$ cat config.mk
export PLATFORM = sky130hd
export DESIGN_NAME = mdio_master
export DESIGN_NICKNAME = d
export VERILOG_FILES = /design/src/rtl/mdio_pkg.sv /design/src/rtl/mdc_clk_div.sv /design/src/rtl/mdio_master.sv
export SDC_FILE = /design/constraint.sdc
export NUM_CORES = 1
export LEC_CHECK = 0
export CORE_UTILIZATION = 54
export DETAILED_ROUTE_END_ITERATION = 12
export GPL_TIMING_DRIVEN = 0
export PLACE_DENSITY = 0.77
export SKIP_CTS_REPAIR_TIMING = 1
export SYNTH_ARGS = -nofsm -noshare
export SYNTH_HDL_FRONTEND = slang
export SYNTH_SLANG_ARGS = --single-unit
$ cat constraint.sdc
create_clock -name clk_125m_i -period 2.2 [get_ports clk_125m_i]
set_clock_uncertainty 0.15 [all_clocks]
set_input_delay 0.22 -clock clk_125m_i [delete_from_list [all_inputs] [get_ports clk_125m_i]]
set_output_delay 0.22 -clock clk_125m_i [all_outputs]
set_load 0.05 [all_outputs]
$ cat src/rtl/mdio_pkg.sv
// Shared types and constants for the MDIO management master: FSM states,
// start-of-frame codes, opcodes and per-field bit counts.
package mdio_pkg;

  typedef enum logic [2:0] {
    S_IDLE,
    S_PRE,
    S_HDR,
    S_TA,
    S_DATA,
    S_END
  } state_t;

  localparam logic [1:0] ST_C22 = 2'b01;
  localparam logic [1:0] ST_C45 = 2'b00;

  localparam logic [1:0] OP_C22_WRITE = 2'b01;
  localparam logic [1:0] OP_C22_READ  = 2'b10;
  localparam logic [1:0] OP_C45_ADDR  = 2'b00;
  localparam logic [1:0] OP_C45_WRITE = 2'b01;
  localparam logic [1:0] OP_C45_RINC  = 2'b10;
  localparam logic [1:0] OP_C45_READ  = 2'b11;

  localparam logic [1:0] TA_WRITE = 2'b10;

  localparam int HDR_BITS  = 14;
  localparam int TA_BITS   = 2;
  localparam int DATA_BITS = 16;

endpackage

$ cat src/rtl/mdc_clk_div.sv
// MDC generator: counts CLK_DIV cycles per half-period while a frame is active
// and strobes the edge that will raise or lower MDC.
module mdc_clk_div #(
  parameter int CLK_DIV = 25
) (
  input  logic clk,
  input  logic srst,
  input  logic start,
  input  logic run,
  output logic mdc,
  output logic fall_tick,
  output logic rise_tick
);

  localparam int CNT_W = $clog2(CLK_DIV);
  localparam logic [CNT_W-1:0] CNT_LAST = CNT_W'(CLK_DIV - 1);

  logic [CNT_W-1:0] cnt;
  logic             wrap;

  // Ticks mark the last cycle of a half-period; the flop update lands on that edge.
  assign wrap      = run && (cnt == CNT_LAST);
  assign rise_tick = wrap && !mdc;
  assign fall_tick = wrap && mdc;

  always_ff @(posedge clk) begin
    if (srst || start || !run) begin
      cnt <= '0;
      mdc <= 1'b0;
    end else if (cnt == CNT_LAST) begin
      cnt <= '0;
      mdc <= ~mdc;
    end else begin
      cnt <= cnt + CNT_W'(1);
    end
  end

endmodule

$ cat src/rtl/mdio_master.sv
// Clause 22 / Clause 45 MDIO master: accepts one command at a time over
// valid/ready, serialises the frame on MDC and returns a one-cycle response.
module mdio_master
  import mdio_pkg::*;
#(
  parameter int CLK_DIV      = 25,
  parameter int PREAMBLE_LEN = 32,
  parameter bit C45_EN       = 1'b1
) (
  input  logic        clk_125m_i,
  input  logic        srst_i,
  input  logic        cmd_valid_i,
  output logic        cmd_ready_o,
  input  logic        cmd_c45_i,
  input  logic [1:0]  cmd_op_i,
  input  logic [4:0]  cmd_phy_addr_i,
  input  logic [4:0]  cmd_reg_addr_i,
  input  logic [15:0] cmd_wdata_i,
  output logic        rsp_valid_o,
  output logic [15:0] rsp_rdata_o,
  output logic        rsp_err_o,
  output logic        mdc_o,
  output logic        mdio_o,
  output logic        mdio_oe_o,
  input  logic        mdio_i
);

  // Handshake: a command transfers on any cycle where cmd_valid_i and
  // cmd_ready_o are both high; ready is high only while the FSM is idle.
  state_t      state, state_nxt;
  logic [5:0]  bit_cnt, bit_cnt_nxt;
  logic [31:0] frame_sr, frame_sr_nxt;
  logic        is_read, is_read_nxt;
  logic        mdio_nxt, oe_nxt;
  logic [15:0] rd_sr;
  logic        ta_err;
  logic        cmd_fire, c45, op_bad, cmd_is_read, frame_done;
  logic        fall_tick, rise_tick;

  assign cmd_ready_o = (state == S_IDLE);
  assign cmd_fire    = cmd_valid_i && (state == S_IDLE);
  assign c45         = C45_EN && cmd_c45_i;
  assign op_bad      = !c45 && (cmd_op_i != OP_C22_WRITE) && (cmd_op_i != OP_C22_READ);
  assign cmd_is_read = c45 ? cmd_op_i[1] : (cmd_op_i == OP_C22_READ);
  assign frame_done  = (state == S_END) && fall_tick;

  mdc_clk_div #(.CLK_DIV(CLK_DIV)) u_div (
    .clk       (clk_125m_i),
    .srst      (srst_i),
    .start     (cmd_fire),
    .run       (state != S_IDLE),
    .mdc       (mdc_o),
    .fall_tick (fall_tick),
    .rise_tick (rise_tick)
  );

  always_ff @(posedge clk_125m_i) begin
    if (srst_i) begin
      state    <= S_IDLE;
      bit_cnt  <= '0;
      frame_sr <= '0;
      is_read  <= 1'b0;
    end else begin
      state    <= state_nxt;
      bit_cnt  <= bit_cnt_nxt;
      frame_sr <= frame_sr_nxt;
      is_read  <= is_read_nxt;
    end
  end

  // frame_sr[31] is always the bit on the wire once past the preamble.
  always_comb begin
    state_nxt    = state;
    bit_cnt_nxt  = bit_cnt;
    frame_sr_nxt = frame_sr;
    is_read_nxt  = is_read;
    unique case (state)
      S_IDLE: begin
        if (cmd_fire && !op_bad) begin
          is_read_nxt  = cmd_is_read;
          frame_sr_nxt = {(c45 ? ST_C45 : ST_C22), cmd_op_i, cmd_phy_addr_i,
                          cmd_reg_addr_i, TA_WRITE, cmd_wdata_i};
          if (PREAMBLE_LEN > 0) begin
            state_nxt   = S_PRE;
            bit_cnt_nxt = 6'(PREAMBLE_LEN - 1);
          end else begin
            state_nxt   = S_HDR;
            bit_cnt_nxt = 6'(HDR_BITS - 1);
          end
        end
      end
      S_PRE: begin
        if (fall_tick) begin
          if (bit_cnt == 6'd0) begin
            state_nxt   = S_HDR;
            bit_cnt_nxt = 6'(HDR_BITS - 1);
          end else begin
            bit_cnt_nxt = bit_cnt - 6'd1;
          end
        end
      end
      S_HDR, S_TA, S_DATA: begin
        if (fall_tick) begin
          frame_sr_nxt = {frame_sr[30:0], 1'b0};
          if (bit_cnt == 6'd0) begin
            if (state == S_HDR) begin
              state_nxt   = S_TA;
              bit_cnt_nxt = 6'(TA_BITS - 1);
            end else if (state == S_TA) begin
              state_nxt   = S_DATA;
              bit_cnt_nxt = 6'(DATA_BITS - 1);
            end else begin
              state_nxt   = S_END;
              bit_cnt_nxt = 6'd0;
            end
          end else begin
            bit_cnt_nxt = bit_cnt - 6'd1;
          end
        end
      end
      S_END: begin
        if (fall_tick) state_nxt = S_IDLE;
      end
      default: state_nxt = S_IDLE;
    endcase
  end

  // Pad drive for the bit that starts on the coming edge.
  always_comb begin
    oe_nxt   = 1'b0;
    mdio_nxt = 1'b1;
    unique case (state_nxt)
      S_PRE: oe_nxt = 1'b1;
      S_HDR: begin
        oe_nxt   = 1'b1;
        mdio_nxt = frame_sr_nxt[31];
      end
      S_TA, S_DATA: begin
        if (!is_read_nxt) begin
          oe_nxt   = 1'b1;
          mdio_nxt = frame_sr_nxt[31];
        end
      end
      default: ;
    endcase
  end

  always_ff @(posedge clk_125m_i) begin
    if (srst_i) begin
      mdio_o      <= 1'b1;
      mdio_oe_o   <= 1'b0;
      rd_sr       <= '0;
      ta_err      <= 1'b0;
      rsp_valid_o <= 1'b0;
      rsp_rdata_o <= '0;
      rsp_err_o   <= 1'b0;
    end else begin
      mdio_o      <= mdio_nxt;
      mdio_oe_o   <= oe_nxt;
      rsp_valid_o <= 1'b0;
      if (cmd_fire) begin
        rd_sr  <= '0;
        ta_err <= 1'b0;
      end
      if (rise_tick && (state == S_TA) && (bit_cnt == 6'd0)) ta_err <= mdio_i;
      if (rise_tick && (state == S_DATA)) rd_sr <= {rd_sr[14:0], mdio_i};
      if (cmd_fire && op_bad) begin
        rsp_valid_o <= 1'b1;
        rsp_err_o   <= 1'b1;
        rsp_rdata_o <= '0;
      end else if (frame_done) begin
        rsp_valid_o <= 1'b1;
        rsp_err_o   <= is_read && ta_err;
        rsp_rdata_o <= is_read ? rd_sr : 16'h0000;
      end
    end
  end

endmodule

==> qor.csv <==
metric;value;unit
Chip Width;84.1;um
synthesis warning total;0;
total design power;0.00312;W
ANT nets after route;0;
Total Wirelength;8000;um
DRC errors left;12;
hold path startpoint;srst_i;
Die ar.;7070;sq um
critical path class;flip-flop to flip-flop;
Post-synth EDFFs;0;
fin crit period;2.18;ns
total overflow reported by the global router;0;
TritonCTS Sinks;85;
max-cap viol count;0;
num rows;29;
Worst Hold Depth;2;
number of distinct library cells after synthesis;55;
H-tree depth;3;
share of cells above drive strength 1;12.7;%
VDD IR max;0.423;mV
Die Ht;84.1;um
port bufs;53;
dominant cell type by area after synthesis;dfxtp_1;
hold crit path type;primary input to flip-flop;
post-DP HPWL;5750;um
Top FF cell, synth;dfxtp_1;
P_leak;1.61;nW
initial antenna violation count;0;
nature of the critical path endpoint;flip-flop;
Post-layout nets;527;
# setup viols final;0;
RR Endpoint;mdio_oe_o;
initial core utilization;56.7;%
wire per inst;14.0;um
share of the synthesized area in the top cell type;46.8;%
sequential share of the synthesized area;46.8;%
routability cong.;0.876;
RSZ-0062 raised after global routing;yes;
routed vias;3177;
final hold violation count;0;
outcome;finished, violations left;
R2R Setup Slk;0.02;ns
1st-iter DRT viols;155;
R2R Path Start;u_div.cnt[1];
Root Driver;clkbuf_8;
first-pass GRT wire length;13400;um
Rel. slew slack;59.1;%
crit share post-route;98.9;%
# IOs;55;
vias in the first global route;3031;
number of buffers created by CTS;9;
r2r worst-path depth;7;
TNS Setup;0;ns
crit path max fanout;5;
Slew @ Worst Pin;0.614;ns
via/cell ratio;5.55;
commonest non-fill, non-tap cell in the layout;dfxtp_1;
timing-limited maximum frequency;459;MHz
critical path launch point type;flip-flop;
Post-Syn Nets;461;
largest net degree at the start of global routing;15;
register bit total from synthesis;85;
Inserted Diodes;0;
WP data required;2.29;ns
core region area;6420;sq um
worst skew pair latency;0.35;ns
CTS tree;yes;
Gate Count Post-Synth;425;
total track usage;23.6;%
asr flop ratio synth;0;%
CTS max path bufs;2;
Power Dens Cells;688;nW/um^2
WP data arrival;2.27;ns
Post-Syn Area;3640;sq um
most frequent cells in the layout;79 x dfxtp_1, 69 x nand2_1, 66 x a21oi_1, 52 x clkdlybuf4s50_1, 39 x nand3_1;
fin. max-slew vios;0;
clock-pin slew on the worst setup and hold paths;0.08;ns
Hold Crit Endpoint;u_div.mdc;
Synth area leaders;dfxtp_1 47%, a21oi_1 9.1%, nand2_1 7.1%, a22oi_1 6.0%, nand3_1 5.5%;
Area growth, synth to finish;24.6;%
Avg Cell Area, Syn;8.56;sq um
violated checks;DRC;
first-pass detailed-route iteration total;9;
-- worst max path at each step --
stage | startpoint | endpoint | slack [ns] | depth (start not counted)
finish | u_div.cnt[1] | mdio_oe_o | 0.02 | 7
global route | bit_cnt[0] | mdio_oe_o | -0.03 | 7
CTS | state[2] | cmd_ready_o | -0.17 | 3
detailed placement | cmd_valid_i | bit_cnt[4] | -0.13 | 7
global placement | cmd_valid_i | mdio_o | -0.1 | 8
floorplan | state[2] | bit_cnt[5] | 0.07 | 6
-- cells by family after synthesis --
| logic type | Yosys count | share of synthesized area [%] |
|---|---|---|
| AOI/OAI and AO/OA | 118 | 20.4 |
| and+or+nand+nor | 164 | 22.5 |
| xor gates and xnor gates | 7 | 1.69 |
| adders and majority gates | 3 | 1.03 |
| buffers and inverters | 41 | 5.71 |
| DFF | 85 | 46.8 |
| muxes | 7 | 1.93 |
-- synth_stat cells (4+ instances only) --
| library cell | instances |
|---|---|
| a21oi_1 | 66 |
| a22oi_1 | 29 |
| buf_2 | 12 |
| buf_6 | 4 |
| clkbuf_1 | 10 |
| dfxtp_1 | 85 |
| inv_1 | 9 |
| mux2i_1 | 7 |
| nand2_1 | 69 |
| nand3_1 | 40 |
| nor2_1 | 24 |
| o21ai_0 | 5 |
| xnor2_1 | 4 |
-- registers in the layout, summed over array words and instances, names as in the netlist --
name and cells:
rd_sr 16, u_div.cnt 5, u_div.mdc 1, mdio_oe_o 1, rsp_rdata_o 16, rsp_valid_o 1
is_read 1, frame_sr 32, rsp_err_o 1, ta_err 1, bit_cnt 6, state 3
mdio_o 1
-- report_power, final --
| group | switching [W] | total (W) | internal [W] |
|---|---|---|---|
| Sequential | 0.0000385 | 0.00163 | 0.00159 |
| Combinational | 0.000224 | 0.000414 | 0.000190 |
| Clock | 0.000554 | 0.00107 | 0.000518 |
-- metal layers --
layer	wire, um	vias up	track usage [%]
met5	0	-	0
met4	187	0	10.7
met3	413	15	3.96
met2	3840	83	40.3
met1	3570	1454	29.3
li1	-	1625	-
-- metrics by stage --
| stage | cell area (sq um) | setup slack (ns) | cells | util, % | hold WS, ns |
|---|---|---|---|---|---|
| 2_1_floorplan | 3640 | 0.0665 | 425 | - | 0.206 |
| 3_3_place_gp | 4270 | -0.0995 | 555 | 66.5 | 0.290 |
| 3_5_place_dp | 4270 | -0.131 | 555 | 66.5 | 0.292 |
| 4_1_cts | 4460 | -0.174 | 570 | 69.5 | 0.213 |
| 5_1_grt | 4530 | -0.0261 | 572 | 70.6 | 0.297 |
| 6_report | 4530 | 0.0232 | 572 | 70.6 | 0.223 |
-- cell type report --
| type | count | area, sq um |
|---|---|---|
| flip-flops and latches | 85 | 1710 |
| well taps | 77 | 96.3 |
| repair buffers | 55 | 548 |
| clock buffers | 9 | 124 |
| inverters | 9 | 33.8 |
| multi-input cells | 299 | 1770 |
| plain buffers | 32 | 179 |
| clock inverters | 6 | 65.1 |
| fillers | 561 | 1890 |
-- critical path, stage by stage (launching register included) --
cell and delay, ns:
dfxtp_2 0.34, inv_2 0.07, ha_4 0.13, nand4b_1 0.26, nor4b_4 0.37, mux2i_1 0.32
o21ba_4 0.20, o31a_1 0.24
Note: power is estimated with default switching activity, not from simulation.
